[src/rtl/cpu_pkg.sv]
// Types and constants shared by the CPU pipeline stages.
package cpu_pkg;

    localparam int WORD_W     = 32;
    localparam int INST_BYTES = 4;

    typedef enum logic [1:0] {
        IDLE,
        REQ,
        DRAIN
    } fetch_state_t;

endpackage

[src/rtl/adder.sv]
// Plain modular adder; the fetch stage uses it for pc + 4.
module adder #(
    parameter int WIDTH = 32
) (
    input  logic [WIDTH-1:0] a,
    input  logic [WIDTH-1:0] b,
    output logic [WIDTH-1:0] sum
);

    assign sum = a + b;

endmodule

[src/rtl/fetch_unit.sv]
// Instruction fetch: owns the PC, issues one outstanding word read at a time
// and buffers {pc, inst} pairs in a 2-entry queue for decode.
//
// state | meaning
// IDLE  | no request outstanding; issue when the queue has room
// REQ   | request outstanding at imem_addr; response is pushed on ack
// DRAIN | request outstanding but redirected; response dropped, then jump to pending
module fetch_unit
    import cpu_pkg::*;
#(
    parameter int               WIDTH    = WORD_W,
    parameter logic [WIDTH-1:0] RESET_PC = '0
) (
    input  logic             clk,
    input  logic             clear,
    input  logic             redirect_valid,
    input  logic [WIDTH-1:0] redirect_pc,
    output logic             imem_req,
    output logic [WIDTH-1:0] imem_addr,
    input  logic             imem_ack,
    input  logic [WIDTH-1:0] imem_data,
    output logic             inst_valid,
    input  logic             inst_ready,
    output logic [WIDTH-1:0] inst,
    output logic [WIDTH-1:0] inst_pc
);

    fetch_state_t     state, state_nxt;
    logic [WIDTH-1:0] pc, pc_nxt, pc_inc;
    logic [WIDTH-1:0] pending, pending_nxt;
    logic [WIDTH-1:0] target;
    logic             req_nxt;
    logic [WIDTH-1:0] addr_nxt;

    logic [WIDTH-1:0] q_inst [2];
    logic [WIDTH-1:0] q_pc   [2];
    logic             wr_ptr, rd_ptr;
    logic [1:0]       count, count_after, count_nxt;
    logic             push, pop, flush;

    adder #(.WIDTH(WIDTH)) u_pc_adder (
        .a   (pc),
        .b   (WIDTH'(INST_BYTES)),
        .sum (pc_inc)
    );

    assign target      = redirect_pc & ~WIDTH'(3);
    assign pop         = inst_valid & inst_ready;
    assign count_after = count - {1'b0, pop};
    assign inst        = q_inst[rd_ptr];
    assign inst_pc     = q_pc[rd_ptr];

    always_comb begin
        state_nxt   = state;
        pc_nxt      = pc;
        pending_nxt = pending;
        req_nxt     = imem_req;
        addr_nxt    = imem_addr;
        push        = 1'b0;
        flush       = 1'b0;
        case (state)
            IDLE: begin
                if (redirect_valid) begin
                    pc_nxt = target;
                    flush  = 1'b1;
                end else if (count_after != 2'd2) begin
                    state_nxt = REQ;
                    req_nxt   = 1'b1;
                    addr_nxt  = pc;
                end
            end
            REQ: begin
                if (imem_ack && redirect_valid) begin
                    flush     = 1'b1;
                    pc_nxt    = target;
                    state_nxt = IDLE;
                    req_nxt   = 1'b0;
                end else if (imem_ack) begin
                    push   = 1'b1;
                    pc_nxt = pc_inc;
                    // count never exceeds 1 here, so room after the push means empty now
                    if (count_after == 2'd0) begin
                        addr_nxt = pc_inc;
                    end else begin
                        state_nxt = IDLE;
                        req_nxt   = 1'b0;
                    end
                end else if (redirect_valid) begin
                    flush       = 1'b1;
                    pending_nxt = target;
                    state_nxt   = DRAIN;
                end
            end
            DRAIN: begin
                if (redirect_valid) begin
                    flush       = 1'b1;
                    pending_nxt = target;
                end
                if (imem_ack) begin
                    pc_nxt    = redirect_valid ? target : pending;
                    state_nxt = IDLE;
                    req_nxt   = 1'b0;
                end
            end
            default: begin
                state_nxt = IDLE;
                req_nxt   = 1'b0;
            end
        endcase
        count_nxt = flush ? 2'd0 : count + {1'b0, push} - {1'b0, pop};
    end

    always_ff @(posedge clk) begin
        if (clear) begin
            state      <= IDLE;
            pc         <= RESET_PC;
            pending    <= '0;
            imem_req   <= 1'b0;
            imem_addr  <= RESET_PC;
            count      <= 2'd0;
            wr_ptr     <= 1'b0;
            rd_ptr     <= 1'b0;
            inst_valid <= 1'b0;
            for (int i = 0; i < 2; i++) begin
                q_inst[i] <= '0;
                q_pc[i]   <= '0;
            end
        end else begin
            state      <= state_nxt;
            pc         <= pc_nxt;
            pending    <= pending_nxt;
            imem_req   <= req_nxt;
            imem_addr  <= addr_nxt;
            count      <= count_nxt;
            inst_valid <= (count_nxt != 2'd0);
            if (flush) begin
                wr_ptr <= 1'b0;
                rd_ptr <= 1'b0;
            end else begin
                if (push) begin
                    q_inst[wr_ptr] <= imem_data;
                    q_pc[wr_ptr]   <= pc;
                    wr_ptr         <= ~wr_ptr;
                end
                if (pop) begin
                    rd_ptr <= ~rd_ptr;
                end
            end
        end
    end

endmodule
[config.mk]
export PLATFORM = sky130hd
export DESIGN_NAME = fetch_unit
export DESIGN_NICKNAME = d
export VERILOG_FILES = /design/src/rtl/cpu_pkg.sv /design/src/rtl/adder.sv /design/src/rtl/fetch_unit.sv
export SDC_FILE = /design/constraint.sdc
export NUM_CORES = 1
export LEC_CHECK = 0
export CORE_UTILIZATION = 25
export DETAILED_ROUTE_END_ITERATION = 10
export PLACE_DENSITY = 0.4
export SYNTH_ARGS = -nofsm -noshare
export SYNTH_HDL_FRONTEND = slang
export SYNTH_SLANG_ARGS = --single-unit
export TNS_END_PERCENT = 100
[constraint.sdc]
create_clock -name clk -period 3.85 [get_ports clk]
set_clock_uncertainty 0.05 [all_clocks]
set_input_delay 0.9625 -clock clk [delete_from_list [all_inputs] [get_ports clk]]
set_output_delay 0.9625 -clock clk [all_outputs]
set_load 0.01 [all_outputs]
After elaboration in Yosys (flattened, before gate mapping)
Memories as Yosys holds them, arrays and structs flattened. A register that Yosys moved wholly into a read port is not among the register bits.
Index checks and enable logic that the tools add are counted.
{"block": "classes", "n_addsub": 4, "n_eq_ne": 15, "mux": 54, "bitwise_logic": 3, "n_reduce_logical": 16}
{"operator": "$mux W32", "count": 14}
{"operator": "$pmux W32 S2", "count": 2}
{"operator": "$pmux W32 S3", "count": 1}
{"operator": "$reduce_or A32 Y1", "count": 2}
{"operator": "$add A32 B3 Y32 const B", "count": 1}
{"operator": "$mux W1", "count": 26}
{"operator": "$ne A2 B2 Y1 const B", "count": 9}
{"operator": "$mux W2", "count": 8}
{"operator": "$reduce_and A5 Y1", "count": 2}
{"operator": "$ne A4 B4 Y1 const B", "count": 2}
{"operator": "$ne A3 B3 Y1 const B", "count": 2}
{"operator": "$pmux W2 S3", "count": 1}
{"operator": "$reduce_and A6 Y1", "count": 1}
{"operator": "$reduce_bool A2 Y1", "count": 3}
{"operator": "$logic_not A2 Y1", "count": 2}
{"operator": "$reduce_and A4 Y1", "count": 1}
{"operator": "$reduce_or A2 Y1", "count": 2}
{"operator": "$sub A2 B1 Y2", "count": 2}
{"operator": "$pmux W1 S3", "count": 1}
{"operator": "$reduce_and A3 Y1", "count": 1}
{"operator": "$reduce_bool A3 Y1", "count": 1}
{"operator": "$add A2 B1 Y2", "count": 1}
{"operator": "$eq A2 B1 Y1 const B", "count": 1}
{"operator": "$eq A2 B2 Y1 const B", "count": 1}
{"operator": "other kinds (4)", "count": 5}
{"block": "totals", "ff_bits": 104, "mem_bits_rw": 128, "in_bits": 69, "output_inout_bits": 98, "wordCells": 103, "mem_count": 2}
{"memory": "q_inst", "words": 2, "width": 32, "read_ports": 1, "rd_clocked_by_memory_dff": 1, "wr": 2, "line_no": "fetch_unit.sv:35", "rtl": "logic [WIDTH-1:0] q_inst [2];"}
{"memory": "q_pc", "words": 2, "width": 32, "read_ports": 1, "rd_clocked_by_memory_dff": 1, "wr": 2, "line_no": "fetch_unit.sv:36", "rtl": "logic [WIDTH-1:0] q_pc [2];"}

Longest topological paths before layout
Gate-level depths: netlist (run 1).
{"block": "logic_depth", "depth_word": 9, "ltp_mapped": 12}

Modules after synthesis
From an unflattened synthesis (run 1), not the netlist that was laid out.
{"block": "hier_totals", "hier_cells": 1148, "hier_area_um2": 12658.4}
{"mod": "fetch_unit", "n_inst": 1, "cells_each": 927, "area_each_um2": 11056.9}
{"mod": "adder", "n_inst": 1, "cells_each": 221, "area_each_um2": 1601.5}

Worst setup path before layout (run 1)
Ideal clock, no wire load.
{"block": "synth_timing", "path_type": "input to register", "start": "input port redirect_valid", "end": "memory q_inst[0][0] (enable)", "arrival_time_ps": 2523, "t_required_ps": 3406, "setup_slack_ps": 883, "path_stages": 5, "path_cell_list": "o311ai_1 nand2_1 nor3_2 buf_2 or2_2"}
{"item": "start, declared", "line_no": "fetch_unit.sv:16", "rtl": "input logic redirect_valid,"}
{"item": "end, declared", "line_no": "fetch_unit.sv:35"}

==> reports/summary.txt, run 1 <==
Critical Path Stages: 3
P_int: 0.005786 W
FF-to-FF setup slack: 1.05 ns
Worst Hold Class: register to register
EDFF count, synth: 128
NetSw: 0.003255 W
TritonCTS Buffers: 28
Max clock buf depth: 3
CP top delay family: buffers and inverters
Cells after Synth: 1,060
Drt first pass iters: 5
DR WL met3: 1709 um
Die Area: 45,380 um^2
XOR/XNOR Fraction of Synth Area: 2.832%
Crit Path Max Fanout: 64
Synth-to-Final Area Change: 29.02%
CTS H-tree lvls: 1
Multiplexer share of the synthesized area: 7.103%
Die Y: 213.0 um
Top post-synthesis cells by area: edfxtp_1 35%, dfxtp_1 19%, and2_1 6.6%, mux2_2 6.5%, nand2_1 3.3%
RR Endpoint: q_inst[0][28]$_SDFFCE_PN0P_
DR vias: 8,369
Worst flop-to-flop path startpoint: state[1]$_SDFFE_PP0P_
Synth Area in Simple Gates: 19.77%
Crit path launch type: register
Critical Path Sink: inst_pc[16]
CP max stage cell: clkdlybuf4s50_1
Grt ovf: 0
Synth warn: 0
Clk Latency, worst-skew pair: 0.54 ns
Placer congestion estimate: 0.7461
Worst EP required: 2.84 ns
Post-cts gate resize count: 0
Hold buffers post-CTS: 0
Min cycle time layout: 3.206 ns
DR WL met2: 15,470 um
Fmax: 311.9 MHz
CORE AREA: 43,460 um^2
Top FF cell, synth: edfxtp_1
VDD IR max: 0.3510 mV
Setup tns final: 0 ns
Post-Synth Adder-Cell Area: 0.7867%
Pleak: 5.048 nW
Max Cap Viol: 0
Initial DRC Count: 456
Post-route DRC: 0
Critical Path End Type: primary output
Pin count of the biggest net entering global routing: 81
Antenna diodes: 0
Relative slew slack: 36.24%
Fin. Hold Viols: 0
Status: complete, no violations
Most common cell in the netlist: edfxtp_1
Netlist cell types: 69
Final setup viols: 0
Worst R2R Path Depth: 7
Vias per Instance: 4.631
Detail Placement HPWL: 22,880 um
Hold Path Origin: pending[15]$_SDFFE_PP0P_
Syn_nets: 1,136
Worst path buffer plus inverter count: 2
FP Rows: 76
Crit-path cells: buf_12, mux2_2, clkdlybuf4s50_1
Sw frac: 36.00%
Clock power share: 28.0%
Max layer used: met4
RSZ-0062 raised after global routing: false
Yosys top cell by area: edfxtp_1
Seq pwr share: 38.5%
Worst slew pin tran: 0.9565 ns
Setup bufs post-CTS: 0
First-pass GRT wire length: 50,900 um
Ports: 167
Initial antenna violation count: 0
IO Port Bufs: 164
PD cells: 629.4 nW/um^2
Post-synthesis register bit count: 233
Synth Cell Area: 11,130 um^2
Post-synthesis compound-gate area fraction: 12.31%
Post-layout power: 0.009041 W
Die width: 213.0 um
Comb pwr share: 33.6%
Tot GR Track Use: 14.79%
Fin util: 33.05%
Critical path class: register to primary output
Clk pin slew, worst setup/hold paths: 0.06 ns
# clock sinks: 233
Ratio of cells with drive above 1 in the final layout: 13.09%
DR WL/cell: 18.85 um
CTS tree: done
Routed Wire Length: 34,060 um
Post-DRT Antenna Nets: 0
Fin nets: 1,276
Final period utilization: 83.27%
Synth top area share: 34.52%
Synth top cells by count: 128 x edfxtp_1, 118 x and2_1, 105 x dfxtp_1, 99 x nand2_1, 64 x mux2_2
Pins Over Slew Limit: 0
Clock root cell: clkbuf_16
Starting density of the core: 25.62%
Largest family of logic cells by synthesized area: simple AND/OR/NAND/NOR gates
Max stage delay on crit path: 0.55 ns
M1 WL: 16,430 um
Syn Area/Cell: 10.50 um^2
Vias in the first global route: 8,128
WP data arrival: 2.19 ns
Register area share after synthesis: 53.41%
Asr flop ratio synth: 0%
-- worst min path at each step --
stage / endpoint / slack (ns) / cells past startpoint
6_report: pending[15]$_SDFFE_PP0P_ / 0.40 / 2
3_5_place_dp: pending[15]$_SDFFE_PP0P_ / 0.40 / 2
5_1_grt: pending[10]$_SDFFE_PP0P_ / 0.42 / 2
3_3_place_gp: pending[14]$_SDFFE_PP0P_ / 0.39 / 2
2_1_floorplan: pending[2]$_SDFFE_PP0P_ / 0.39 / 2
4_1_cts: pending[15]$_SDFFE_PP0P_ / 0.41 / 2
-- stage by stage --
step / setup slack (ns) / cell area [um^2] / std cells / hold slack, ns
finish: 0.6440 / 14360 / 1807 / 0.4036
global placement: 0.4808 / 13490 / 1755 / 0.3922
global route: 0.5569 / 14360 / 1807 / 0.4183
CTS: 0.6034 / 14360 / 1807 / 0.4054
detailed placement: 0.4706 / 13490 / 1755 / 0.3969
floorplan: 0.8828 / 11130 / 1060 / 0.3860
-- power by group through the flow --
stage | logic [W] | clock network, W | registers, W
after global placement | 0.00306 | 0 | 0.00352
final | 0.00303 | 0.00253 | 0.00348
after global routing | 0.00335 | 0.00272 | 0.00354
after floorplan | 0.00200 | 0 | 0.00329
after CTS | 0.00309 | 0.00262 | 0.00348
after detailed placement | 0.00308 | 0 | 0.00353
-- tightest hold or removal path, delay by kind of cell (launching register included) --
family / cells / cell delay [ns]
compound gates: 1 / 0.05
flops: 1 / 0.31
simple gates: 1 / 0.05
-- routing by layer --
metal  track usage, %  up-vias
met2            23.78      178
met4            3.151        0
met1            20.72     4014
li1                 -     4144
met5                0        -
met3            2.442       33
-- logic make-up after synthesis --
kind of cell,after synthesis
AO/OA/AOI/OAI,208
buffers and inverters,101
adder cells (fa/ha/maj),7
flip-flops,233
multiplexers,71
XOR/XNOR,36
AND/OR/NAND/NOR,404
-- final cells by class --
type / instances / area (um^2)
clock buffer: 50 / 862.1
clock inverter: 2 / 10.01
fill: 4460 / 29090
inverter: 14 / 52.55
multi-input combinational: 726 / 4788
sequential: 233 / 5947
tap: 585 / 732.0
timing repair buffer: 197 / 1972
-- layout by cell type, fill, tap and decap left out, types with 5 or more instances in the layout --
master and n:
dfxtp_1 104, xnor2_1 12, a221oi_1 6, nor4_1 17, mux2i_1 7, clkbuf_16 29
a31oi_1 10, clkbuf_8 5, buf_4 26, xor2_1 24, nand4_1 23, buf_12 7
ha_1 7, nor3_1 7, o21ai_0 38, nor2_1 55, and3_1 13, mux2_2 64
edfxtp_1 128, nand2_1 99, a21oi_1 63, o21a_1 5, a221o_1 13, nand3_1 26
nor2b_1 5, clkbuf_1 14, inv_1 13, o211ai_1 5, and2_1 118, o21ai_1 5
clkdlybuf4s50_1 163, a211oi_1 20
-- state kept, by name, summed over array words and instances, names as in the netlist, named ones only --
name,count
pending,32
state,2
imem_req,1
wr_ptr,1
rd_ptr,1
count,2
q_inst,64
imem_addr,32
pc,32
inst_valid,1
q_pc,64
(Power assumes the default switching activity.)
==> run 2: changes to the inputs <==
clock period = 3.04 ns   (was 3.85 ns; I/O delays follow)
==> run 2 against run 1 <==
Effect of this change: critical path depth unchanged; non-clock buffer count grew 31; first-iteration DRC count rose by 6.4%; count of clock-buffer cells in the layout down 7; register-to-register slack got worse by 0.70 ns; largest power group unchanged.
==> reports/summary.txt, run 2 (synthesized netlist as in run 1, its figures left out) <==
Fillcell total: 4,458 (-0.045%)
Fin. Hold Viols: 0 (unchanged)
Initial DRC Count: 485 (+6.4%)
Vias per Instance: 4.578 (-1.2%)
Die width: 213.0 um (unchanged)
Die Area: 45,380 um^2 (unchanged)
DR vias: 8,419 (+0.60%)
Worst slew pin tran: 0.7489 ns (-0.2076 ns)
Routed Wire Length: 34,130 um (+0.20%)
Detail Placement HPWL: 23,910 um (+4.5%)
Synth-to-Final Area Change: 32.55%
CORE AREA: 43,460 um^2 (unchanged)
Final setup viols: 0 (unchanged)
CP max stage cell: clkdlybuf4s50_1
DR WL/cell: 18.56 um (-1.5%)
Initial antenna violation count: 0 (unchanged)
Post-layout power: 0.01183 W (+31%)
Ratio of cells with drive above 1 in the final layout: 15.95% (+2.9 points)
First-pass GRT wire length: 51,310 um (+0.80%)
Worst flop-to-flop path startpoint: state[0]$_SDFFE_PP0P_
TritonCTS Buffers: 29 (+3.6%)
Ports: 167 (unchanged)
Vias in the first global route: 8,151 (+0.28%)
# clock sinks: 233 (unchanged)
Fin Hold WS: 0.4050 ns (+0.001403 ns)
Worst EP required: 2.23 ns (-0.61 ns)
Worst path buffer plus inverter count: 2 (unchanged)
Starting density of the core: 25.62% (unchanged)
Die Y: 213.0 um (unchanged)
Status: complete, no violations
Pins Over Slew Limit: 0 (unchanged)
Pleak: 5.278 nW (+4.6%)
Most common cell after layout, fill and taps aside: clkdlybuf4s50_1
Fmax: 343.4 MHz
Area post-placement: 13,810 um^2 (+2.4%)
WP data arrival: 2.10 ns (-0.09 ns)
Biggest regs: q_inst x64, q_pc x64
Fin area: 14,760 um^2 (+2.7%)
Most frequent cells in the layout: 163 x clkdlybuf4s50_1, 128 x edfxtp_1, 118 x and2_1
Crit Path Max Fanout: 18 (-72%)
Critical Path End Type: primary output
Hold Path Origin: pending[28]$_SDFFE_PP0P_
Final period utilization: 95.80%
Post-route DRC: 0 (unchanged)
Max Cap Viol: 0 (unchanged)
Hold buffers post-CTS: 0 (unchanged)
Max clock buf depth: 3 (unchanged)
Pin count of the biggest net entering global routing: 83 (+2.5%)
Max stage delay on crit path: 0.54 ns (about the same)
Antenna diodes: 0 (unchanged)
CP top delay family: buffers and inverters
Crit-path cells: buf_12, mux2_2, clkdlybuf4s50_1
CTS H-tree lvls: 1 (unchanged)
RSZ-0062 raised after global routing: false
CTS tree: done
Clk Latency, worst-skew pair: 0.55 ns (about the same)
Min cycle time layout: 2.912 ns
Post-DRT Antenna Nets: 0 (unchanged)
Critical path class: register to primary output
Tot GR Track Use: 14.94% (+0.15 points)
Setup tns final: 0 ns (unchanged)
Placer congestion estimate: 0.7467 (about the same)
IO Port Bufs: 164 (unchanged)
VDD IR max: 0.4236 mV (+21%)
Clock root cell: clkbuf_16
Relative slew slack: 49.89% (+14 points)
Drt first pass iters: 5 (unchanged)
FP Rows: 76 (unchanged)
Fin nets: 1,308 (+2.5%)
Grt ovf: 0 (unchanged)
Crit path launch type: register
PD cells: 801.5 nW/um^2 (+27%)
Worst Hold Class: register to register
Fin util: 33.96% (+0.90 points)
Clk pin slew, worst setup/hold paths: 0.06 ns (about the same)
==> run 2: layout make-up <==
type	instances	area [um^2]	share of cell area (%)
well taps	585	732.0	4.960
flip-flops and latches	233	5949	40.32
inverters	14	52.55	0.3561
clock buffers	43	850.8	5.766
repair buffers	228	2305	15.62
clock inverters	10	78.83	0.5342
multi-input cells	726	4788	32.45
==> run 2: metrics by stage <==
| step | setup WS [ns] | instances |
|---|---|---|
| after CTS | 0.05458 | 1839 |
| after floorplan | 0.08556 | 1060 |
| final | 0.1278 | 1839 |
| after detailed placement | -0.05426 | 1784 |
| after global routing | 0.02941 | 1839 |
| after global placement | -0.03831 | 1784 |
==> run 2: worst reg2reg max path, delay by kind of cell (launching register included) <==
family | cells | cell delay [ns]
fa+ha+maj | 1 | 0.31
compound gates | 1 | 0.48
buf+inv | 3 | 0.59
simple gates | 3 | 0.51
flops | 1 | 0.39
==> run 2: repair_timing <==
action,CTS,global route
resized for setup,1,0
setup endpoints to repair,54,0
buffers inserted,2,0
==> run 2: path summary, 6_finish.rpt <==
path,endpoint,slack [ns],cells after the start
worst max-delay path,inst_pc[7],0.13,3
worst min-delay path,pending[28]$_SDFFE_PP0P_,0.40,2
worst max register to register,q_inst[1][27]$_SDFFCE_PN0P_,0.35,8
worst min register to register,pending[28]$_SDFFE_PP0P_,0.40,2
==> run 2: routing by layer <==
| layer | wire [um] | up-vias | GRT usage (%) |
|---|---|---|---|
| met5 | 0 | - | 0 |
| met4 | 663 | 0 | 3.994 |
| met3 | 1890 | 35 | 2.809 |
| met2 | 15370 | 185 | 23.57 |
| met1 | 16200 | 3994 | 20.78 |
| li1 | - | 4205 | - |
==> run 2: power breakdown <==
part	leakage, nW	internal (W)	switching (W)
sequential	2.18	0.00381	0.000535
clock	0.469	0.00201	0.00136
combinational	2.63	0.00180	0.00231
==> run 3: changes to the inputs <==
CORE_ASPECT_RATIO = 1.4   (was default)
REMOVE_ABC_BUFFERS = 1   (was default)
==> run 3 against run 2 <==
Effect of this change: non-clock buffer count down 4; clock power up 5%; critical path depth unchanged; total power up 1.2%; global-route usage up 0.15 points; first-iteration DRC count down 12%; flip-flop and latch count unchanged; largest power group unchanged.
==> reports/summary.txt, run 3 (synthesized netlist as in run 1, its figures left out) <==
Ratio of cells with drive above 1 in the final layout: 15.40% (-0.55 points)
FP Rows: 91 (+20%)
WP data arrival: 2.11 ns (about the same)
Clock root cell: clkbuf_16
Clk pin slew, worst setup/hold paths: 0.06 ns (about the same)
Grt ovf: 0 (unchanged)
Fillcell total: 4,486 (+0.63%)
Detail Placement HPWL: 23,700 um (-0.86%)
Final period utilization: 95.97% (+0.17 points)
Worst EP required: 2.23 ns (about the same)
CTS tree: done
TritonCTS Buffers: 27 (-6.9%)
Post-Place Cells: 1,754 (-1.7%)
Pin count of the biggest net entering global routing: 57 (-31%)
Worst slack, placed: -0.004502 ns (+0.04976 ns)
Tot GR Track Use: 15.09% (+0.15 points)
Starting density of the core: 25.33% (-0.29 points)
Worst slew pin tran: 0.6143 ns (-0.1346 ns)
Most common cell after layout, fill and taps aside: clkdlybuf4s50_1
Drt first pass iters: 5 (unchanged)
# clock sinks: 233 (unchanged)
RSZ-0062 raised after global routing: false
Post-DRT Antenna Nets: 0 (unchanged)
Hold path depth: 2 (unchanged)
Fmax: 342.8 MHz (-0.18%)
Clk Latency, worst-skew pair: 0.55 ns (about the same)
First-pass GRT wire length: 52,450 um (+2.2%)
Post-layout power: 0.01197 W (+1.2%)
Fin. Hold Viols: 0 (unchanged)
Met1 Use GR: 17.97% (-2.8 points)
Hold Path Origin: pending[14]$_SDFFE_PP0P_
Busiest grt layer: met2
Fin nets: 1,302 (-0.46%)
Worst Hold Class: register to register
DR WL/cell: 19.26 um (+3.8%)
CTS H-tree lvls: 1 (unchanged)
DR vias: 8,558 (+1.7%)
IO Port Bufs: 164 (unchanged)
Antenna diodes: 0 (unchanged)
Die width: 180.4 um (-15%)
Vias in the first global route: 8,391 (+2.9%)
FF+latch area: 5949 um^2 (unchanged)
Die Y: 251.7 um (+18%)
Multi-input logic area: 4793 um^2 (+0.10%)
Post-route DRC: 0 (unchanged)
VDD IR max: 0.4116 mV (-2.8%)
Vias per Instance: 4.741 (+3.6%)
Die Area: 45,390 um^2 (about the same)
Initial antenna violation count: 0 (unchanged)
PD cells: 811.1 nW/um^2 (+1.2%)
Min cycle time layout: 2.918 ns (+0.005310 ns)
Critical Path End Type: primary output
Worst R2R Path Depth: 7 (-1)
CORE AREA: 43,950 um^2 (+1.1%)
Worst flop-to-flop path startpoint: state[0]$_SDFFE_PP0P_
RR Endpoint: q_inst[1][29]$_SDFFCE_PN0P_
Critical path class: register to primary output
Status: complete, no violations
Pleak: 5.267 nW (-0.22%)
Initial DRC Count: 425 (-12%)
Most frequent cells in the layout: 163 x clkdlybuf4s50_1, 128 x edfxtp_1, 118 x and2_1
Met3 Usage GRT: 1.977% (-0.83 points)
Layout Cells excl Fill: 1,805 (-1.8%)
Crit Path Max Fanout: 32 (+14)
Placer congestion estimate: 0.7485 (+0.24%)
Biggest regs: q_inst x64, q_pc x64
Max clock buf depth: 3 (unchanged)
Synth-to-Final Area Change: 32.55% (unchanged)
Fin util: 33.58% (-0.38 points)
Ports: 167 (unchanged)
Relative slew slack: 58.40% (+8.5 points)
Crit path launch type: register
Worst setup margin: 0.1225 ns (-0.005310 ns)
WHS Endpoint: pending[14]$_SDFFE_PP0P_
Max Cap Viol: 0 (unchanged)
Met2 Resource Use GR: 27.72% (+4.2 points)
FF-to-FF setup slack: 0.22 ns (-0.13 ns)
Pins Over Slew Limit: 0 (unchanged)
Final setup viols: 0 (unchanged)
Routed Wire Length: 34,760 um (+1.9%)
==> run 3: cell types whose count changed in the layout (fill, tap and decap cells not counted), moves of 3 or more <==
cell,delta
clkbuf_4,-3
buf_4,-5
bufinv_16,+4
clkinv_2,-6
clkbuf_16,-3
==> run 3: where the power goes <==
| part | internal [W] | leakage, nW | switching, W |
|---|---|---|---|
| Clock | 0.00218 | 0.466 | 0.00135 |
| Sequential | 0.00381 | 2.18 | 0.000530 |
| Combinational | 0.00177 | 2.62 | 0.00233 |
| Total | 0.00776 | 5.27 | 0.00421 |
==> run 3: what timing repair did <==
| item | in CTS | in global routing |
|---|---|---|
| gates resized for setup | 2 | 0 |
| setup buffers | 0 | 0 |
| hold buffers | 0 | 0 |
| setup endpoints to repair | 20 | 0 |
==> run 3: cell type report <==
| cell class | count | share of cell area (%) |
|---|---|---|
| Inverter | 14 | 0.3561 |
| Timing Repair Buffer | 224 | 15.60 |
| Multi-Input combinational cell | 726 | 32.48 |
| Clock buffer | 39 | 5.223 |
| Sequential cell | 233 | 40.32 |
| Clock inverter | 11 | 1.289 |
| Tap cell | 558 | 4.731 |
==> run 3: routing by layer <==
metal / share of wire (%) / wire length, um
met5: 0 / 0
met4: 2.3 / 811
met3: 3.7 / 1287
met2: 52 / 18050
met1: 42 / 14620
==> run 3: metrics by stage <==
stage / hold WS, ns / cell area [um^2] / setup TNS [ns]
after global placement: 0.3921 / 13760 / -0.09171
after global routing: 0.4243 / 14760 / 0
final: 0.4061 / 14760 / 0
after CTS: 0.4063 / 14760 / 0
after detailed placement: 0.3976 / 13760 / -0.04161
after floorplan: 0.3799 / 10760 / -192.84
==> run 3: worst max-delay path by stage <==
stage	from	to	slack, ns	depth (start not counted)
3_5_place_dp	redirect_valid	q_inst[1][29]$_SDFFCE_PN0P_	-0.005	7
2_1_floorplan	state[1]$_SDFFE_PP0P_	q_inst[0][0]$_SDFFCE_PN0P_	-1.24	6
3_3_place_gp	redirect_valid	q_inst[1][9]$_SDFFCE_PN0P_	-0.007	7
6_report	register	inst_pc[19]	0.12	3
5_1_grt	state[0]$_SDFFE_PP0P_	q_inst[1][29]$_SDFFCE_PN0P_	0.004	7
4_1_cts	register	inst_pc[14]	0.06	3
==> run 3: worst max-delay path, cell delays in order (launching register included) <==
cell,delay [ns]
dfxtp_4,0.40
buf_16,0.23
mux2_2,0.37
clkdlybuf4s50_1,0.54
